==> src/rtl/tx_debounce_multi.sv <==
// -----------------------------------------------------------------------------
// tx_debounce_multi
//
// N-channel switch/button debouncer for the UART TX control path. Each channel
// runs its raw input through a 2-flop synchroniser. It then requires a run of
// counted samples of a new level before the debounced output follows.
//
// Counting, per channel:
//   - While the synchronised level matches the debounced level, the counter
//     is held at zero.
//   - While the levels differ, the counter advances only on edges where
//     i_Tick is high. This lets a slow strobe prescale the debounce window.
//   - The edge that would take the counter past DEBOUNCE_CYCLES-1 commits the
//     new level and fires a one-cycle rise or fall pulse.
//   - Any sample that agrees with the debounced level before then restarts
//     the count.
//
// Ports:
//   i_Clk        - system clock, rising edge
//   i_Reset      - synchronous active-high reset
//   i_Tick       - count enable / prescale strobe (tie high to count every clock)
//   i_Switch     - raw asynchronous switch inputs, one bit per channel
//   o_Stable     - debounced levels
//   o_Rise       - one-cycle pulse when o_Stable[c] goes 0->1
//   o_Fall       - one-cycle pulse when o_Stable[c] goes 1->0
//   o_Any_Change - OR of all rise/fall pulses, same cycle
// -----------------------------------------------------------------------------
module tx_debounce_multi #(
    parameter int   N_CH            = 1,
    parameter int   DEBOUNCE_CYCLES = 16,
    parameter logic RESET_VAL       = 1'b0
) (
    input  logic            i_Clk,
    input  logic            i_Reset,
    input  logic            i_Tick,
    input  logic [N_CH-1:0] i_Switch,
    output logic [N_CH-1:0] o_Stable,
    output logic [N_CH-1:0] o_Rise,
    output logic [N_CH-1:0] o_Fall,
    output logic            o_Any_Change
);

    localparam int CW = $clog2(DEBOUNCE_CYCLES + 1);
    // Last counter value before qualification. The qualifying edge itself is
    // the DEBOUNCE_CYCLES-th counted sample, so the counter never reaches
    // DEBOUNCE_CYCLES.
    localparam logic [CW-1:0] CNT_LAST = CW'(DEBOUNCE_CYCLES - 1);

    logic [N_CH-1:0]         sync1;
    logic [N_CH-1:0]         sync2;
    logic [N_CH-1:0]         stable;
    logic [N_CH-1:0]         rise;
    logic [N_CH-1:0]         fall;
    logic [N_CH-1:0][CW-1:0] cnt;

    always_ff @(posedge i_Clk) begin
        if (i_Reset) begin
            sync1  <= {N_CH{RESET_VAL}};
            sync2  <= {N_CH{RESET_VAL}};
            stable <= {N_CH{RESET_VAL}};
            rise   <= '0;
            fall   <= '0;
            cnt    <= '0;
        end else begin
            sync1 <= i_Switch;
            sync2 <= sync1;
            for (int c = 0; c < N_CH; c++) begin
                // Pulses last exactly one cycle unless re-armed below.
                rise[c] <= 1'b0;
                fall[c] <= 1'b0;
                if (sync2[c] == stable[c]) begin
                    // Agreement (including the end of a glitch) restarts the
                    // count even without a tick.
                    cnt[c] <= '0;
                end else if (i_Tick) begin
                    if (cnt[c] == CNT_LAST) begin
                        stable[c] <= sync2[c];
                        cnt[c]    <= '0;
                        rise[c]   <= sync2[c];
                        fall[c]   <= ~sync2[c];
                    end else begin
                        cnt[c] <= cnt[c] + CW'(1);
                    end
                end
            end
        end
    end

    assign o_Stable     = stable;
    assign o_Rise       = rise;
    assign o_Fall       = fall;
    assign o_Any_Change = |(rise | fall);

endmodule

==> config.mk <==
export PLATFORM = sky130hd
export DESIGN_NAME = tx_debounce_multi
export DESIGN_NICKNAME = d
export VERILOG_FILES = /design/src/rtl/tx_debounce_multi.sv
export SDC_FILE = /design/constraint.sdc
export NUM_CORES = 1
export LEC_CHECK = 0
export CORE_AREA = 2 2 39 41
export DETAILED_ROUTE_END_ITERATION = 10
export DIE_AREA = 0 0 41 43
export SLEW_MARGIN = 20
export SYNTH_ARGS = -nofsm -noshare
export SYNTH_HDL_FRONTEND = slang
export SYNTH_SLANG_ARGS = --single-unit
==> constraint.sdc <==
create_clock -name i_Clk -period 1.45 [get_ports i_Clk]
set_clock_uncertainty 0.15 [all_clocks]
set_input_delay 0.2175 -clock i_Clk [delete_from_list [all_inputs] [get_ports i_Clk]]
set_output_delay 0.2175 -clock i_Clk [all_outputs]
set_load 0.03 [all_outputs]
== Word-level counts from Yosys, hierarchy flattened ==
Index checks and enable logic that the tools add are counted.

* Mux-type cells: 1
* Add/subtract/negate cells: 1
* Reductions and logical operators: 3
* Equal/unequal tests: 2
* Bitwise operators: 5

{| class="wikitable"
|+ Operator list
! kind !! number
|-
| adder 5 x 1 -> 5 bit, second input constant || 1
|-
| == test 5 x 4 -> 1 bit, second input constant || 1
|-
| two-way mux 5 bit || 1
|-
| inverter 1 bit || 4
|-
| OR reduction 4 bit || 1
|-
| AND reduction 3 bit || 1
|-
| OR reduction 2 bit || 1
|-
| == test 1 bit || 1
|-
| bitwise OR 1 bit || 1
|}

* Output and inout bits: 4
* Flip-flop bits (word level): 10
* Bits of input ports: 4
* Word-level logic and storage cells: 18

== Logic depth before layout (Yosys ltp) ==
Gate-level depths: netlist of the first run.

* Depth in word-level cells: 3
* Gate-level depth with buffers: 4
* Mapped depth without buffers: 4

== Least setup slack after synthesis of the first run ==
Ideal clock, no wire load.

* Path kind: register to register
* From: reg stable, in the netlist o_Stable
* To: reg rise, in the netlist o_Rise
* Buffers on the path: 0
* Stages on the path, launching flop included: 4
* Data required time: 1,213 ps
* Path slack: 190 ps
* Library setup time: 87 ps
* Clock period less this slack: 1,260 ps
* Data arrival time: 1,023 ps
* Path through: dfxtp_1 > xor2_1 > nand2b_2 > nor4b_2

* Longest elaborated chain between the ends: 2

{| class="wikitable"
|+ Ends and longest elaborated chain
! item !! line !! source
|-
| from (decl) || 51 || <nowiki>logic [N_CH-1:0] stable;</nowiki>
|-
| from (signal assigned) || 60 || <nowiki>stable <= {N_CH{RESET_VAL}};</nowiki>
|-
| from (signal, indexed assignment) || 77 || <nowiki>stable[c] <= sync2[c];</nowiki>
|-
| == test 1 bit || 71 || <nowiki>if (sync2[c] == stable[c]) begin</nowiki>
|-
| OR reduction 4 bit (no line) || -- ||
|-
| to (signal, indexed assignment) || 79 || <nowiki>rise[c] <= sync2[c];</nowiki>
|-
| to (decl) || 52 || <nowiki>logic [N_CH-1:0] rise;</nowiki>
|}

No other way between the ends.
A chain may end at the register's enable or synchronous reset.

== Worst setup path after layout of the first run ==
* From: reg fall, in the netlist o_Fall
* To: out o_Any_Change

* Longest elaborated chain between the ends: 1

{| class="wikitable"
|+ Ends and longest elaborated chain
! item !! line !! source
|-
| from (decl) || 53 || <nowiki>logic [N_CH-1:0] fall;</nowiki>
|-
| from (signal, indexed assignment) || 80 || <nowiki>fall[c] <= ~sync2[c];</nowiki>
|-
| bitwise OR 1 bit || 92 || <nowiki>assign o_Any_Change = |(rise | fall);</nowiki>
|-
| to (decl) || 40 || <nowiki>output logic o_Any_Change</nowiki>
|}

No other way between the ends.

==> flow_summary.json, run 1 <==
{
  "max_freq_ghz": 0.727,
  "p_leak_uw": 0.000226,
  "power.total_uw": 487,
  "first_global_vias": 292,
  "hold_depth": 1,
  "worst-slew-pin-transition_ns": 0.308,
  "whs_ns": 0.289,
  "dieArea_um2": 1760,
  "syn_avg_cell_area_um2": 10.5,
  "cts_tree": "done",
  "yosys_warnings": 0,
  "start_util_pct": 28.9,
  "num_rows": 14,
  "layout.cells.non_filler": 67,
  "critPathMaxFanout": 2,
  "cap_violations": 0,
  "fp.dieH_um": 43,
  "dpl_cell_area_um2": 513,
  "drive_gt1_share_pct": 25.5,
  "syn_nets": 43,
  "end_kind": "primary output",
  "clock-sinks": 10,
  "rr_worst_depth": 4,
  "htreeDepth": 1,
  "slowest_stage": "dfxtp_1",
  "place_congestion": 0.595,
  "drtIter0Drc": 8,
  "post_cts_buffers": 0,
  "worstHoldEndpoint": "sync2",
  "post-route-min-period_ns": 1.38,
  "drtPass1Iterations": 4,
  "synth_cell_types": 21,
  "clk_pin_slew_ns": 0.06,
  "setup_viol": 0,
  "wirelength_um": 668,
  "synthesis.instances": 38,
  "final_common_cell": "dfxtp_1",
  "placed_cells": 64,
  "path_class": "flip-flop to primary output",
  "final_area_um2": 533,
  "hold_viol": 0,
  "r2r_end": "o_Stable",
  "clock-root-buffer": "clkbuf_4",
  "clock_latency_ns": 0.26,
  "synth_area_um2": 400,
  "slew-limit-headroom_pct": 79.5,
  "path_cells": "or2_2, buf_2",
  "slowest_delay_ns": 0.30,
  "ir_drop_v": 0.000486,
  "min_path_type": "flip-flop to flip-flop",
  "pwr_density_cell_nw_per_um2": 914,
  "worst_setup_path_start_kind": "flip-flop",
  "crit_arrival_ns": 1.01,
  "r2r-start": "cnt[0]",
  "core_um2": 1380,
  "portBuffers": 7,
  "outcome": "complete, no violations",
  "fp.dieW_um": 41,
  "grt_setup_unrepaired": "no",
  "grt_start_max_net_pins": 8,
  "nets": 58,
  "synth-seq-area-share_pct": 50.0,
  "grt_usage_pct": 9.59,
  "critical_path_required_ns": 1.08,
  "dpl.hpwl_um": 485,
  "antenna_found_initial": 0,
  "drv_slew": 0,
  "wl_per_cell_um": 9.97,
  "viasPerCell": 4.66,
  "cts_buffer_depth": 2,
  "synth-seq-cells": 10,
  "post-route-drc-count": 0,
  "fillCellCount": 153,
  "fin_crit_sh_pct": 94.9,
  "rrSetupSlack_ns": 0.11,
  "grt_overflow": 0,
  "final_antenna_net_count": 0,
  "num_antenna_cells": 0,
  "numCtsBuffers": 3,
  "areaGrowthSynthToFinish_pct": 33.1,
  "hold_path_startpoint": "sync1",
  "io_pins": 8,
  "grt_pass1_wl_mm": 1.13,
  "vias": 312
}
## how the worst max path moves through the flow
stage | start | end
floorplan | o_Stable | o_Rise
global placement | o_Fall | o_Any_Change
detailed placement | o_Fall | o_Any_Change
CTS | o_Fall | o_Any_Change
global route | cnt[0] | o_Stable
finish | o_Fall | o_Any_Change
## routing by layer
layer  GRT usage (%)  vias to the layer above  share of wire, %
li1                -                      162                 -
met1            12.1                      146                50
met2            12.5                        4                47
met3            3.14                        0               2.5
met4            8.00                        0                 0
met5               0                        -                 0
## what timing repair did
item	4_1_cts	5_1_grt
gates resized for setup	6	3
hold buffers	0	0
pin swaps	0	0
endpoints found under the setup margin	4	2
## logic make-up after synthesis
family          synth area share (%)
flops                           50.0
xor+xnor                        6.56
mux                             2.50
simple gates                    35.3
fa+ha+maj                       3.12
compound gates                  2.50
## power by group
part           switching (uW)  internal [uW]  leakage [uW]  total, uW
clock network            86.9           95.5     0.0000138        182
registers                2.05            278     0.0000810        280
logic                    8.33           16.4      0.000131       24.7
## cells in the mapped netlist
cell | number | area share [%]
nor2_2 | 1 | 1.6
nor2b_1 | 2 | 3.1
or2_2 | 1 | 1.6
nand4_2 | 1 | 3.1
nand4b_1 | 1 | 2.2
xor2_1 | 3 | 6.6
nor4_1 | 1 | 1.6
or2b_1 | 1 | 1.9
ha_1 | 1 | 3.1
nor4b_2 | 1 | 3.7
nand4_1 | 1 | 1.6
nand3_1 | 1 | 1.2
a21oi_1 | 2 | 2.5
nor2_1 | 2 | 1.9
nand2b_1 | 3 | 4.7
nor3_1 | 1 | 1.2
nand2b_2 | 1 | 2.2
mux2i_1 | 1 | 2.5
nand3b_1 | 1 | 1.9
nand2_1 | 2 | 1.9
dfxtp_1 | 10 | 50
## layout make-up
type                       instances  area [um2]  area share (%)
sequential                        10         200            37.6
tap                               16        20.0            3.76
timing repair buffer              10        83.8            15.7
multi-input combinational         28         206            38.7
clock buffer                       3        22.5            4.23
## sequential cells by signal (all words and copies together) (netlist names)
signal    flops
cnt           5
o_Rise        1
sync2         1
o_Fall        1
o_Stable      1
sync1         1
## metrics by stage
| step | util [%] | setup TNS [ns] | worst slack [ns] |
|---|---|---|---|
| CTS | 38.5 | -0.0526 | -0.0526 |
| global placement | 37.1 | -0.118 | -0.0679 |
| detailed placement | 37.1 | -0.102 | -0.0744 |
| floorplan | - | 0 | 0.190 |
| global route | 38.5 | 0 | 0.00178 |
| finish | 38.5 | 0 | 0.0745 |
## critical path: cells and delay by family (launching register included)
kind                   cells  cell delay (ns)
flip-flops                 1             0.30
buffers and inverters      1             0.18
AND/OR/NAND/NOR            1             0.28
Note: power is estimated with default switching activity, not from simulation.
==> run 2: changes to the inputs <==
- SETUP_SLACK_MARGIN: unset -> 0.1
==> run 2 against run 1 <==
Against the previous run: clock power is essentially flat; global-route usage unchanged; combinational power grew 3%; clock-buffer cell count unchanged; largest power group unchanged; critical endpoint unchanged; final area is 4.0% higher.
==> flow_summary.json, run 2 (synthesis gave the netlist of run 1 again) <==
{
  "outcome": "complete, no violations",
  "grt_overflow": 0,
  "antenna_found_initial": 0,
  "drv_slew": 0,
  "multi_input_comb_area_um2": 228,
  "min_path_type": "flip-flop to flip-flop",
  "regArea_um2": 203,
  "tns_ns": 0,
  "end_kind": "primary output",
  "io_pins": 8,
  "clock-sinks": 10,
  "first_global_vias": 292,
  "largest_register_ffs": 5,
  "final_antenna_net_count": 0,
  "critical_path_required_ns": 1.08,
  "start_util_pct": 28.9,
  "num_rows": 14,
  "slowest_delay_ns": 0.30,
  "drtPass1Iterations": 2,
  "fp.dieW_um": 41,
  "pwr_density_cell_nw_per_um2": 881,
  "dpl_cell_area_um2": 513,
  "core_um2": 1380,
  "post-route-min-period_ns": 1.38,
  "cap_violations": 0,
  "numCtsBuffers": 3,
  "placed_cells": 64,
  "dpl.hpwl_um": 485,
  "worst-slew-pin-transition_ns": 0.304,
  "clk_pin_slew_ns": 0.06,
  "max_freq_ghz": 0.727,
  "grt_usage_pct": 9.59,
  "setup_viol": 0,
  "path_class": "flip-flop to primary output",
  "clock_latency_ns": 0.26,
  "vias": 316,
  "critPathMaxFanout": 2,
  "cts_tree": "done",
  "cts_buffer_depth": 2,
  "num_antenna_cells": 0,
  "fin_crit_sh_pct": 94.9,
  "fillCellCount": 148,
  "htreeDepth": 1,
  "drive_gt1_share_pct": 33.3,
  "p_leak_uw": 0.000208,
  "slew-limit-headroom_pct": 79.8,
  "hold_viol": 0,
  "path_cells": "or2_2, buf_2",
  "wl_per_cell_um": 10.1,
  "whs_ns": 0.289,
  "wirelength_um": 676,
  "wl_met3_um": 16,
  "post-route-drc-count": 0,
  "route.met2.wl_um": 344,
  "worst_setup_path_start_kind": "flip-flop",
  "place_congestion": 0.595,
  "grt_setup_unrepaired": "yes",
  "cts_hold_buf": 0,
  "portBuffers": 7,
  "grt_pass1_wl_mm": 1.13,
  "nets": 58,
  "areaGrowthSynthToFinish_pct": 38.4,
  "grt_start_max_net_pins": 8,
  "top_layer": "met3",
  "drtIter0Drc": 4,
  "power.total_uw": 488,
  "final_area_um2": 554,
  "slowest_stage": "dfxtp_1",
  "crit_arrival_ns": 1.01,
  "viasPerCell": 4.72,
  "final_common_cell": "dfxtp_1",
  "ir_drop_v": 0.000487,
  "fp.dieH_um": 43,
  "dieArea_um2": 1760,
  "drt-met1-wl_um": 315,
  "layout.cells.non_filler": 67,
  "clock-root-buffer": "clkbuf_4",
  "regMostFlops": "cnt"
}
run 2: worst max-delay path, delay by kind of cell, from the launching register on:
family        cells  cell delay (ns)
flops             1             0.30
simple gates      1             0.28
buf+inv           1             0.18
run 2: final timing paths:
path	cells after the start	startpoint	slack, ns	endpoint
max	2	o_Fall	0.07	o_Any_Change
min	1	sync1	0.29	sync2
max reg2reg	4	cnt[0]	0.21	o_Stable
min reg2reg	1	sync1	0.29	sync2
run 2: area by class of cell:
class	count	share of cell area, %
flip-flops and latches	10	36.6
multi-input cells	28	41.1
repair buffers	10	14.7
well taps	16	3.61
clock buffers	3	4.06
run 2: layer usage:
metal,vias to the layer above,GRT usage [%]
met1,150,12.1
li1,162,-
met4,0,8.00
met5,-,0
met3,0,3.14
met2,4,12.5
run 2: metrics by stage:
step	util (%)	worst slack [ns]
after CTS	38.8	-0.0526
after floorplan	-	0.190
after global placement	37.1	-0.0679
final	40.1	0.0740
after global routing	40.1	0.0225
after detailed placement	37.1	-0.0744
run 2: where the power goes:
group / switching (uW) / leakage [uW] / internal, uW / total [uW]
logic: 8.78 / 0.000112 / 16.7 / 25.5
registers: 2.21 / 0.0000820 / 278 / 280
clock network: 87.4 / 0.0000138 / 95.5 / 183
run 2: repair_timing:
action                                  CTS  global route
buffers inserted                          0             0
resized for setup                         8             9
pin swaps                                 0             1
hold endpoints to repair                  0             0
endpoints found under the setup margin    5             7
==> run 3: changes to the inputs <==
- RECOVER_POWER: unset -> 50
==> run 3 against run 2 <==
Against the previous run: routed wire length is 0.74% lower; combinational power is 9.4% lower; setup slack better by 0.0012 ns; critical path depth stayed put; non-clock buffer count stayed put; first-iteration DRC count stayed put; critical path type unchanged; final cell count stayed put; clock-buffer cell count stayed put; core utilization is 0.81 points lower.
==> flow_summary.json, run 3 (synthesis gave the netlist of run 1 again) <==
{
  "clock-root-buffer": "clkbuf_4",
  "grt_start_max_net_pins": 8,
  "crit_arrival_ns": 1.01,
  "r2r_end": "o_Rise",
  "fin_crit_sh_pct": 94.8,
  "r2r-start": "o_Stable",
  "wl_per_cell_um": 10.0,
  "dpl_cell_area_um2": 513,
  "drv_slew": 0,
  "hold_viol": 0,
  "num_rows": 14,
  "slew-limit-headroom_pct": 76.3,
  "p_leak_uw": 0.000197,
  "portBuffers": 7,
  "worst_setup_path_start_kind": "flip-flop",
  "areaGrowthSynthToFinish_pct": 35.6,
  "cts_tree": "done",
  "hold_depth": 1,
  "fp.dieW_um": 41,
  "critical_path_required_ns": 1.08,
  "core_um2": 1380,
  "outcome": "complete, no violations",
  "numCtsBuffers": 3,
  "ir_drop_v": 0.000479,
  "cts_buffer_depth": 2,
  "worstHoldEndpoint": "sync2",
  "drive_gt1_share_pct": 25.5,
  "end_kind": "primary output",
  "first_global_vias": 292,
  "dieArea_um2": 1760,
  "critPathMaxFanout": 2,
  "final_cell_mix": "8 x dfxtp_1, 4 x nand2b_1, 3 x xor2_1, 3 x clkbuf_4, 3 x clkbuf_1",
  "rrSetupSlack_ns": 0.16,
  "path_class": "flip-flop to primary output",
  "clk_pin_slew_ns": 0.06,
  "viasPerCell": 4.70,
  "max_freq_ghz": 0.727,
  "clock_latency_ns": 0.26,
  "htreeDepth": 1,
  "cap_violations": 0,
  "setup_viol": 0,
  "final_common_cell": "dfxtp_1",
  "start_util_pct": 28.9,
  "grt_setup_unrepaired": "yes",
  "path_cells": "or2_2, buf_2",
  "pwr_density_cell_nw_per_um2": 894,
  "worst-slew-pin-transition_ns": 0.357,
  "grt_usage_pct": 9.59,
  "fp.dieH_um": 43,
  "final_area_um2": 543,
  "grt_pass1_wl_mm": 1.13,
  "drtPass1Iterations": 2,
  "grt_overflow": 0,
  "vias": 315,
  "min_path_type": "flip-flop to flip-flop",
  "place_congestion": 0.595,
  "io_pins": 8,
  "regMostFlops": "cnt",
  "post_cts_buffers": 0,
  "final_antenna_net_count": 0,
  "num_antenna_cells": 0,
  "slowest_delay_ns": 0.30,
  "whs_ns": 0.289,
  "clock-sinks": 10,
  "dpl.hpwl_um": 485,
  "nets": 58,
  "wirelength_um": 671,
  "post-route-drc-count": 0,
  "post-route-min-period_ns": 1.37,
  "hold_path_startpoint": "sync1",
  "rr_worst_depth": 4,
  "slowest_stage": "dfxtp_1",
  "antenna_found_initial": 0,
  "largest_register_ffs": 5,
  "drtIter0Drc": 4
}
==> run 3: timing repair <==
item | 4_1_cts | 5_1_grt
setup endpoints to repair | 5 | 7
resized for setup | 8 | 9
pin swaps | 0 | 1
hold buffers | 0 | 0
==> run 3: critical path, delay by kind of cell (launching register included) <==
kind	cells	cell delay, ns
simple gates	1	0.28
buf+inv	1	0.18
flops	1	0.30
==> run 3: metrics by stage <==
stage | setup TNS [ns] | setup slack, ns | instances | utilization (%) | power, uW
2_1_floorplan | 0 | 0.190 | 38 | - | 294
3_3_place_gp | -0.118 | -0.0679 | 64 | 37.1 | 310
3_5_place_dp | -0.102 | -0.0744 | 64 | 37.1 | 311
4_1_cts | -0.0526 | -0.0526 | 67 | 38.8 | 502
5_1_grt | 0 | 0.0190 | 67 | 39.2 | 507
6_report | 0 | 0.0751 | 67 | 39.2 | 485
==> run 3: report_power, final <==
| part | total, uW | internal (uW) | switching, uW | leakage (uW) |
|---|---|---|---|---|
| clock | 182 | 95.5 | 86.6 | 0.0000138 |
| combinational | 23.1 | 14.6 | 8.50 | 0.000101 |
| sequential | 280 | 278 | 2.23 | 0.0000820 |
| total | 485 | 388 | 97.4 | 0.000197 |
==> run 3: worst max-delay path by stage <==
stage,start,to,depth (start not counted)
6_report,o_Fall,o_Any_Change,2
5_1_grt,o_Stable,o_Rise,4
4_1_cts,o_Fall,o_Any_Change,2
3_5_place_dp,o_Fall,o_Any_Change,2
3_3_place_gp,o_Fall,o_Any_Change,2
2_1_floorplan,o_Stable,o_Rise,3
==> run 3: per-layer routing <==
| layer | vias up | part of all wire (%) | global-route usage, % |
|---|---|---|---|
| met5 | - | 0 | 0 |
| met3 | 0 | 2.2 | 3.14 |
| met4 | 0 | 0 | 8.00 |
| met1 | 149 | 46 | 12.1 |
| met2 | 4 | 51 | 12.5 |
| li1 | 162 | - | - |
==> run 3: final cells by class <==
cell class | count | area, um2
fillers | 151 | 841
flip-flops and latches | 10 | 203
multi-input cells | 28 | 225
clock buffers | 3 | 22.5
well taps | 16 | 20.0
repair buffers | 10 | 72.6
